===== src/rtl/expr_paren_if.sv =====
// Character stream in, expression status out, for the
// parenthesised-expression checker.
interface expr_paren_if #(
  parameter int unsigned MAX_DEPTH = 7,
  parameter int unsigned CNT_W     = 8
);
  localparam int unsigned DW = $clog2(MAX_DEPTH + 1);

  logic             in_valid;
  logic [7:0]       in;
  logic             out;
  logic             err;
  logic [DW-1:0]    depth;
  logic [CNT_W-1:0] cnt;

  modport master (
    output in_valid, in,
    input  out, err, depth, cnt
  );

  modport slave (
    input  in_valid, in,
    output out, err, depth, cnt
  );
endinterface


===== src/rtl/expr_paren.sv =====
// Streaming syntax checker for digit / operator / paren
// expressions, one ASCII character per valid cycle.
module expr_paren #(
  parameter int unsigned MAX_DEPTH  = 7,
  parameter int unsigned MAX_DIGITS = 4,
  parameter int unsigned EXT_OPS    = 0,
  parameter int unsigned CNT_W      = 8
) (
  input  logic          clk,
  input  logic          clr,
  expr_paren_if.slave   bus
);
  localparam int unsigned DW = $clog2(MAX_DEPTH + 1);
  localparam int unsigned NW = $clog2(MAX_DIGITS + 1);

  localparam logic [DW-1:0] DMAX = DW'(MAX_DEPTH);
  localparam logic [NW-1:0] NMAX = NW'(MAX_DIGITS);
  localparam logic [DW-1:0] D1   = DW'(1);
  localparam logic [NW-1:0] N1   = NW'(1);

  typedef enum logic [5:0] {
    START = 6'b000001,
    NUM   = 6'b000010,
    OP    = 6'b000100,
    LP    = 6'b001000,
    RP    = 6'b010000,
    ERR   = 6'b100000
  } state_e;

  state_e           state_q, state_d;
  logic [DW-1:0]    depth_q, depth_d;
  logic [NW-1:0]    dcnt_q,  dcnt_d;
  logic [CNT_W-1:0] cnt_q,   cnt_d;

  logic is_dig, is_op, is_lp, is_rp;
  logic ext;

  always_comb begin
    ext    = (EXT_OPS != 0);
    is_dig = (bus.in >= 8'd48) && (bus.in <= 8'd57);
    is_op  = (bus.in == 8'd43) || (bus.in == 8'd42) ||
             (ext && ((bus.in == 8'd45) ||
                      (bus.in == 8'd47)));
    is_lp  = (bus.in == 8'd40);
    is_rp  = (bus.in == 8'd41);
  end

  always_comb begin
    state_d = state_q;
    depth_d = depth_q;
    dcnt_d  = dcnt_q;
    case (state_q)
      START, OP, LP: if (bus.in_valid) begin
        if (is_dig) begin
          state_d = NUM;
          dcnt_d  = N1;
        end else if (is_lp && depth_q != DMAX) begin
          state_d = LP;
          depth_d = depth_q + D1;
        end else begin
          state_d = ERR;
        end
      end
      NUM: if (bus.in_valid) begin
        dcnt_d = '0;
        if (is_dig && dcnt_q != NMAX) begin
          state_d = NUM;
          dcnt_d  = dcnt_q + N1;
        end else if (is_op) begin
          state_d = OP;
        end else if (is_rp && depth_q != '0) begin
          state_d = RP;
          depth_d = depth_q - D1;
        end else begin
          state_d = ERR;
        end
      end
      RP: if (bus.in_valid) begin
        if (is_op) begin
          state_d = OP;
        end else if (is_rp && depth_q != '0) begin
          state_d = RP;
          depth_d = depth_q - D1;
        end else begin
          state_d = ERR;
        end
      end
      ERR: ;
      // Corrupted one-hot encoding recovers immediately.
      default: state_d = START;
    endcase
  end

  always_comb begin
    cnt_d = cnt_q;
    if (bus.in_valid && state_q != ERR && cnt_q != '1)
      cnt_d = cnt_q + CNT_W'(1);
  end

  always_ff @(posedge clk or negedge clr) begin
    if (!clr) begin
      state_q <= START;
      depth_q <= '0;
      dcnt_q  <= '0;
      cnt_q   <= '0;
    end else begin
      state_q <= state_d;
      depth_q <= depth_d;
      dcnt_q  <= dcnt_d;
      cnt_q   <= cnt_d;
    end
  end

  assign bus.out   = (state_q == NUM || state_q == RP) &&
                     (depth_q == '0);
  assign bus.err   = (state_q == ERR);
  assign bus.depth = depth_q;
  assign bus.cnt   = cnt_q;
endmodule


===== src/flat_wrapper.sv =====
// flat-port wrapper written by rule: the top's interface ports become plain ports
module expr_paren_flat 
#(
  parameter int unsigned MAX_DEPTH  = 7,
  parameter int unsigned MAX_DIGITS = 4,
  parameter int unsigned EXT_OPS    = 0,
  parameter int unsigned CNT_W      = 8
)
  (clk, clr, bus_in_valid, bus_in, bus_out, bus_err, bus_depth, bus_cnt);
  expr_paren_if #(.MAX_DEPTH(MAX_DEPTH), .CNT_W(CNT_W)) bus_i ();
  input  logic clk;
  input  logic clr;
  input wire logic [$bits(bus_i.in_valid)-1:0] bus_in_valid;
  input wire logic [$bits(bus_i.in)-1:0] bus_in;
  output wire logic [$bits(bus_i.out)-1:0] bus_out;
  output wire logic [$bits(bus_i.err)-1:0] bus_err;
  output wire logic [$bits(bus_i.depth)-1:0] bus_depth;
  output wire logic [$bits(bus_i.cnt)-1:0] bus_cnt;
  assign bus_i.in_valid = bus_in_valid;
  assign bus_i.in = bus_in;
  assign bus_out = bus_i.out;
  assign bus_err = bus_i.err;
  assign bus_depth = bus_i.depth;
  assign bus_cnt = bus_i.cnt;
  expr_paren #(.MAX_DEPTH(MAX_DEPTH), .MAX_DIGITS(MAX_DIGITS), .EXT_OPS(EXT_OPS), .CNT_W(CNT_W)) u_core (.clk(clk), .clr(clr), .bus(bus_i));
endmodule

===== config.mk =====
export PLATFORM = sky130hd
export DESIGN_NAME = expr_paren_flat
export DESIGN_NICKNAME = d
export VERILOG_FILES = /design/src/rtl/expr_paren_if.sv /design/src/rtl/expr_paren.sv /design/src/flat_wrapper.sv
export SDC_FILE = /design/constraint.sdc
export NUM_CORES = 1
export LEC_CHECK = 0
export ABC_AREA = 1
export CORE_MARGIN = 1.5
export CORE_UTILIZATION = 37
export CTS_CLUSTER_SIZE = 8
export DETAILED_ROUTE_END_ITERATION = 12
export HOLD_SLACK_MARGIN = 0.05
export PLACE_DENSITY = 0.57
export SYNTH_ARGS = -nofsm -noshare
export SYNTH_HDL_FRONTEND = slang
export SYNTH_SLANG_ARGS = --single-unit

===== constraint.sdc =====
create_clock -name clk -period 1.86 [get_ports clk]
set_clock_uncertainty 0.05 [all_clocks]
set_input_delay 0.279 -clock clk [delete_from_list [all_inputs] [get_ports clk]]
set_output_delay 0.279 -clock clk [all_outputs]
set_load 0.03 [all_outputs]

==> insert_results.sql <==
INSERT INTO impl_metrics (metric_group, metric, value, unit) VALUES
('timing', 'worst_slew_pin_slew', '0.331', 'ns'),
('yosys', 'seq_area_frac_synth', '35.2', '%'),
('route', 'wl', '3.28', 'mm'),
('setup_path', 'cp.required', '1.53', 'ns'),
('grt', 'grt_first_pass_wirelength', '5.79', 'mm'),
('route', 'via_count', '1308', ''),
('clock_tree', 'cts_tree', 'yes', ''),
('floorplanning', 'floorplan.initialDensity', '38.6', '%'),
('timing', 'finalSetupViolations', '0', ''),
('job', 'cap_viol_max_count', '0', ''),
('yosys', 'synthArstFlopShare', '100', '%'),
('place', 'place_area', '1800', 'µm²'),
('timing', 'hold_viol_final', '0', ''),
('finish', 'synthToLayoutAreaGrowth', '32.0', '%'),
('grt', 'initial_antenna_violation_count', '0', ''),
('setup_path', 'worstSetupPathDepth', '1', ''),
('setup_path', 'r2r.worst_path.cells', '8', ''),
('place', 'hpwlAfterDp', '2.66', 'mm'),
('timing', 'final_setup_tns', '0', 'ns'),
('route', 'drt.antenna.violating_nets', '0', ''),
('yosys', 'synth_enable_flop_cells', '0', ''),
('place', 'globalplace.congestion', '0.788', ''),
('clock_tree', 'holdBufCountCts', '0', ''),
('setup_path', 'crit_type', 'reg -> out', ''),
('floorplanning', 'die-height', '65.1', 'µm'),
('grt', 'grt_pass1_vias', '1313', ''),
('floorplanning', 'fp-row-count', '22', ''),
('clock_tree', 'clk_latency', '0.26', 'ns'),
('setup_path', 'crit_buf_inv', '1', ''),
('yosys', 'postSynthCellCount', '185', ''),
('grt', 'pin_count_of_the_biggest_net_entering_global_routing', '21', ''),
('floorplanning', 'area_enclosed_by_the_die_boundary', '4230', 'µm²'),
('finish', 'fraction_of_final_layout_cells_with_drive_strength_greater_than_1', '23.5', '%'),
('route', 'vias_per_cell', '4.77', ''),
('grt', 'overflow', '0', ''),
('yosys', 'postSynthRegisterBits', '20', ''),
('timing', 'slew_viol_final', '0', ''),
('floorplanning', 'top_level_ports', '24', ''),
('yosys', 'cell_variety_after_synth', '31', ''),
('setup_path', 'crit_path_end_kind', 'output port', ''),
('route', 'drc', '0', ''),
('finish', 'nets', '242', ''),
('pwr', 'leakagePower', '0.923', 'nW'),
('finish', 'post_route_cell_area', '1880', 'µm²'),
('grt', 'global_route.usage.total', '17.4', '%'),
('floorplanning', 'placeableCoreArea', '3690', 'µm²'),
('setup_path', 'crit_path_start_kind', 'flop', ''),
('clock_tree', 'number_of_clock_buffers_inserted_by_tritoncts', '3', ''),
('yosys', 'synthesis.area', '1430', 'µm²'),
('setup_path', 'worstPathMaxFanout', '4', ''),
('clock_tree', 'htree_levels', '1', ''),
('finish', 'n_antenna_cell', '0', ''),
('timing', 'layout_worst_path_cycle_share', '96.4', '%'),
('status', 'outcome', 'finished clean', ''),
('setup_path', 'critPathTopFamily', 'buffers and inverters', ''),
('setup_path', 'cpMaxStageDelayCell', 'sky130_fd_sc_hd__clkdlybuf4s50_1', ''),
('pwr', 'power.density_cell_area', '1220', 'nW/µm²'),
('clock_tree', 'cts_max_path_buffers', '2', ''),
('route', 'drtIter0Drc', '22', ''),
('timing', 'min_clock_period_post_route', '1.79', 'ns'),
('place', 'numPortBuffers', '23', ''),
('yosys', 'synth_warnings', '0', ''),
('clock_tree', 'path_clk_slew', '0.08', 'ns'),
('timing', 'max-slew-margin-rel', '77.8', '%'),
('pwr', 'worst_ir_drop_vdd', '0.693', 'mV'),
('hold_path', 'hold_path.class', 'in -> async', ''),
('yosys', 'synth_area_per_cell', '7.70', 'µm²'),
('timing', 'fmaxAchievable', '558', 'MHz'),
('clock_tree', 'total_number_of_clock_tree_sinks', '20', ''),
('timing', 'rsz_0062_raised_after_global_routing', 'false', ''),
('yosys', 'dominantRegCellSynth', 'sky130_fd_sc_hd__dfrtp_1', ''),
('setup_path', 'worstPathArrival', '1.46', 'ns'),
('clock_tree', 'clockRootBuffer', 'sky130_fd_sc_hd__clkbuf_8', ''),
('setup_path', 'cp_cell_sequence', 'clkdlybuf4s50_1', ''),
('route', 'firstDrtPassIters', '4', ''),
('floorplanning', 'die_width', '65.1', 'µm'),
('yosys', 'syn-num-nets', '200', ''),
('route', 'routed_wire_length_per_instance', '12.0', 'µm'),
('setup_path', 'critical_path.max_stage_delay', '0.72', 'ns');
## state kept, by name, indices dropped and copies added, names as in the netlist
| signal | count |
|---|---|
| u_core.dcnt_q | 3 |
| u_core.bus.depth | 3 |
| u_core.bus.cnt | 8 |
| u_core.state_q | 6 |
## final timing paths
check / end / slack, ns / startpoint
max: bus_cnt[7] / 0.07 / u_core.bus.cnt[7]$_DFFE_PN0P_
min: u_core.bus.cnt[4]$_DFFE_PN0P_ / 0.31 / clr
max reg2reg: u_core.bus.depth[1]$_DFFE_PN0P_ / 0.17 / u_core.state_q[2]$_DFFE_PN0P_
min reg2reg: u_core.bus.cnt[0]$_DFFE_PN0P_ / 0.48 / u_core.bus.cnt[0]$_DFFE_PN0P_
max in group asynchronous: u_core.state_q[0]$_DFFE_PN1P_ / 1.17 / clr
min in group clk: u_core.bus.cnt[0]$_DFFE_PN0P_ / 0.48 / u_core.bus.cnt[0]$_DFFE_PN0P_
## Yosys cell counts, types with 3 or more instances
master | count | area share [%]
sky130_fd_sc_hd__nor2_4 | 3 | 2.4
sky130_fd_sc_hd__o21ai_0 | 4 | 1.4
sky130_fd_sc_hd__o21ai_1 | 6 | 2.1
sky130_fd_sc_hd__nand2_4 | 4 | 3.2
sky130_fd_sc_hd__inv_1 | 25 | 6.6
sky130_fd_sc_hd__ha_1 | 3 | 2.6
sky130_fd_sc_hd__nand2_1 | 51 | 13
sky130_fd_sc_hd__nor2_2 | 4 | 1.8
sky130_fd_sc_hd__nor2_1 | 16 | 4.2
sky130_fd_sc_hd__nand3_2 | 3 | 2.1
sky130_fd_sc_hd__nand4_1 | 4 | 1.8
sky130_fd_sc_hd__xnor2_1 | 5 | 3.1
sky130_fd_sc_hd__nand3_1 | 10 | 3.5
sky130_fd_sc_hd__dfrtp_1 | 19 | 33
sky130_fd_sc_hd__inv_2 | 4 | 1.1
sky130_fd_sc_hd__nand2_2 | 5 | 2.2
## cell type report
class                   instances  area (µm²)
clock buffers                   4        55.1
fillers                       382        1810
inverters                      29         109
multi-input cells             136         825
flip-flops and latches         20         502
well taps                      48        60.1
repair buffers                 37         330
## placed cells by master (no fill, tap or decap), types with 2 or more instances in the layout
| cell | synthesis | routed |
|---|---|---|
| sky130_fd_sc_hd__buf_4 | 0 | 16 |
| sky130_fd_sc_hd__xor2_1 | 2 | 2 |
| sky130_fd_sc_hd__inv_1 | 25 | 25 |
| sky130_fd_sc_hd__nand4_1 | 4 | 4 |
| sky130_fd_sc_hd__nand3_1 | 10 | 10 |
| sky130_fd_sc_hd__nor2_4 | 3 | 3 |
| sky130_fd_sc_hd__nor2_2 | 4 | 7 |
| sky130_fd_sc_hd__o31ai_1 | 2 | 2 |
| sky130_fd_sc_hd__a21oi_1 | 2 | 2 |
| sky130_fd_sc_hd__o21ai_0 | 4 | 4 |
| sky130_fd_sc_hd__nand2_2 | 5 | 5 |
| sky130_fd_sc_hd__dfrtp_1 | 19 | 19 |
| sky130_fd_sc_hd__nor2_1 | 16 | 13 |
| sky130_fd_sc_hd__xnor2_1 | 5 | 5 |
| sky130_fd_sc_hd__clkbuf_8 | 0 | 4 |
| sky130_fd_sc_hd__nand3_2 | 3 | 3 |
| sky130_fd_sc_hd__nand2_1 | 51 | 51 |
| sky130_fd_sc_hd__nor3_1 | 2 | 2 |
| sky130_fd_sc_hd__o21ai_1 | 6 | 6 |
| sky130_fd_sc_hd__nand2_4 | 4 | 4 |
| sky130_fd_sc_hd__clkdlybuf4s50_1 | 0 | 21 |
| sky130_fd_sc_hd__ha_1 | 3 | 3 |
| sky130_fd_sc_hd__inv_2 | 4 | 4 |
## logic make-up after synthesis
family | Yosys count | synth area share [%]
simple gates | 106 | 38.3
buf+inv | 29 | 7.64
flops | 20 | 35.2
compound gates | 18 | 8.96
xor+xnor | 8 | 5.88
fa+ha+maj | 4 | 4.04
## routing by layer
metal / share of wire (%) / global-route usage, % / vias up
met3: 2.2 / 2.60 / 2
met2: 46 / 28.0 / 13
met4: 0.67 / 3.91 / 0
li1: - / - / 667
met5: 0 / 0 / -
met1: 51 / 24.8 / 626
## metrics by stage
stage                     util, %  hold WS, ns  cells  setup WS (ns)  total power (W)
final                        51.0        0.312    274         0.0676          0.00230
after global routing         51.0        0.322    274         0.0152          0.00250
after CTS                    50.6        0.326    273        0.00916          0.00233
after detailed placement     48.9        0.472    268        -0.0102          0.00198
after global placement       48.9        0.474    268         0.0340          0.00195
after floorplan                 -      -0.0666    185         0.0306          0.00159
## power by group
| part | internal, W | switching, W |
|---|---|---|
| Clock | 0.000188 | 0.000151 |
| Combinational | 0.000493 | 0.000733 |
| Sequential | 0.000577 | 0.000161 |
## what timing repair did
action	in CTS	in global routing
setup endpoints to repair	1	1
pin swaps	0	3
setup buffers	1	1
gates resized for setup	1	2
Power figures use the tool's default switching activity.
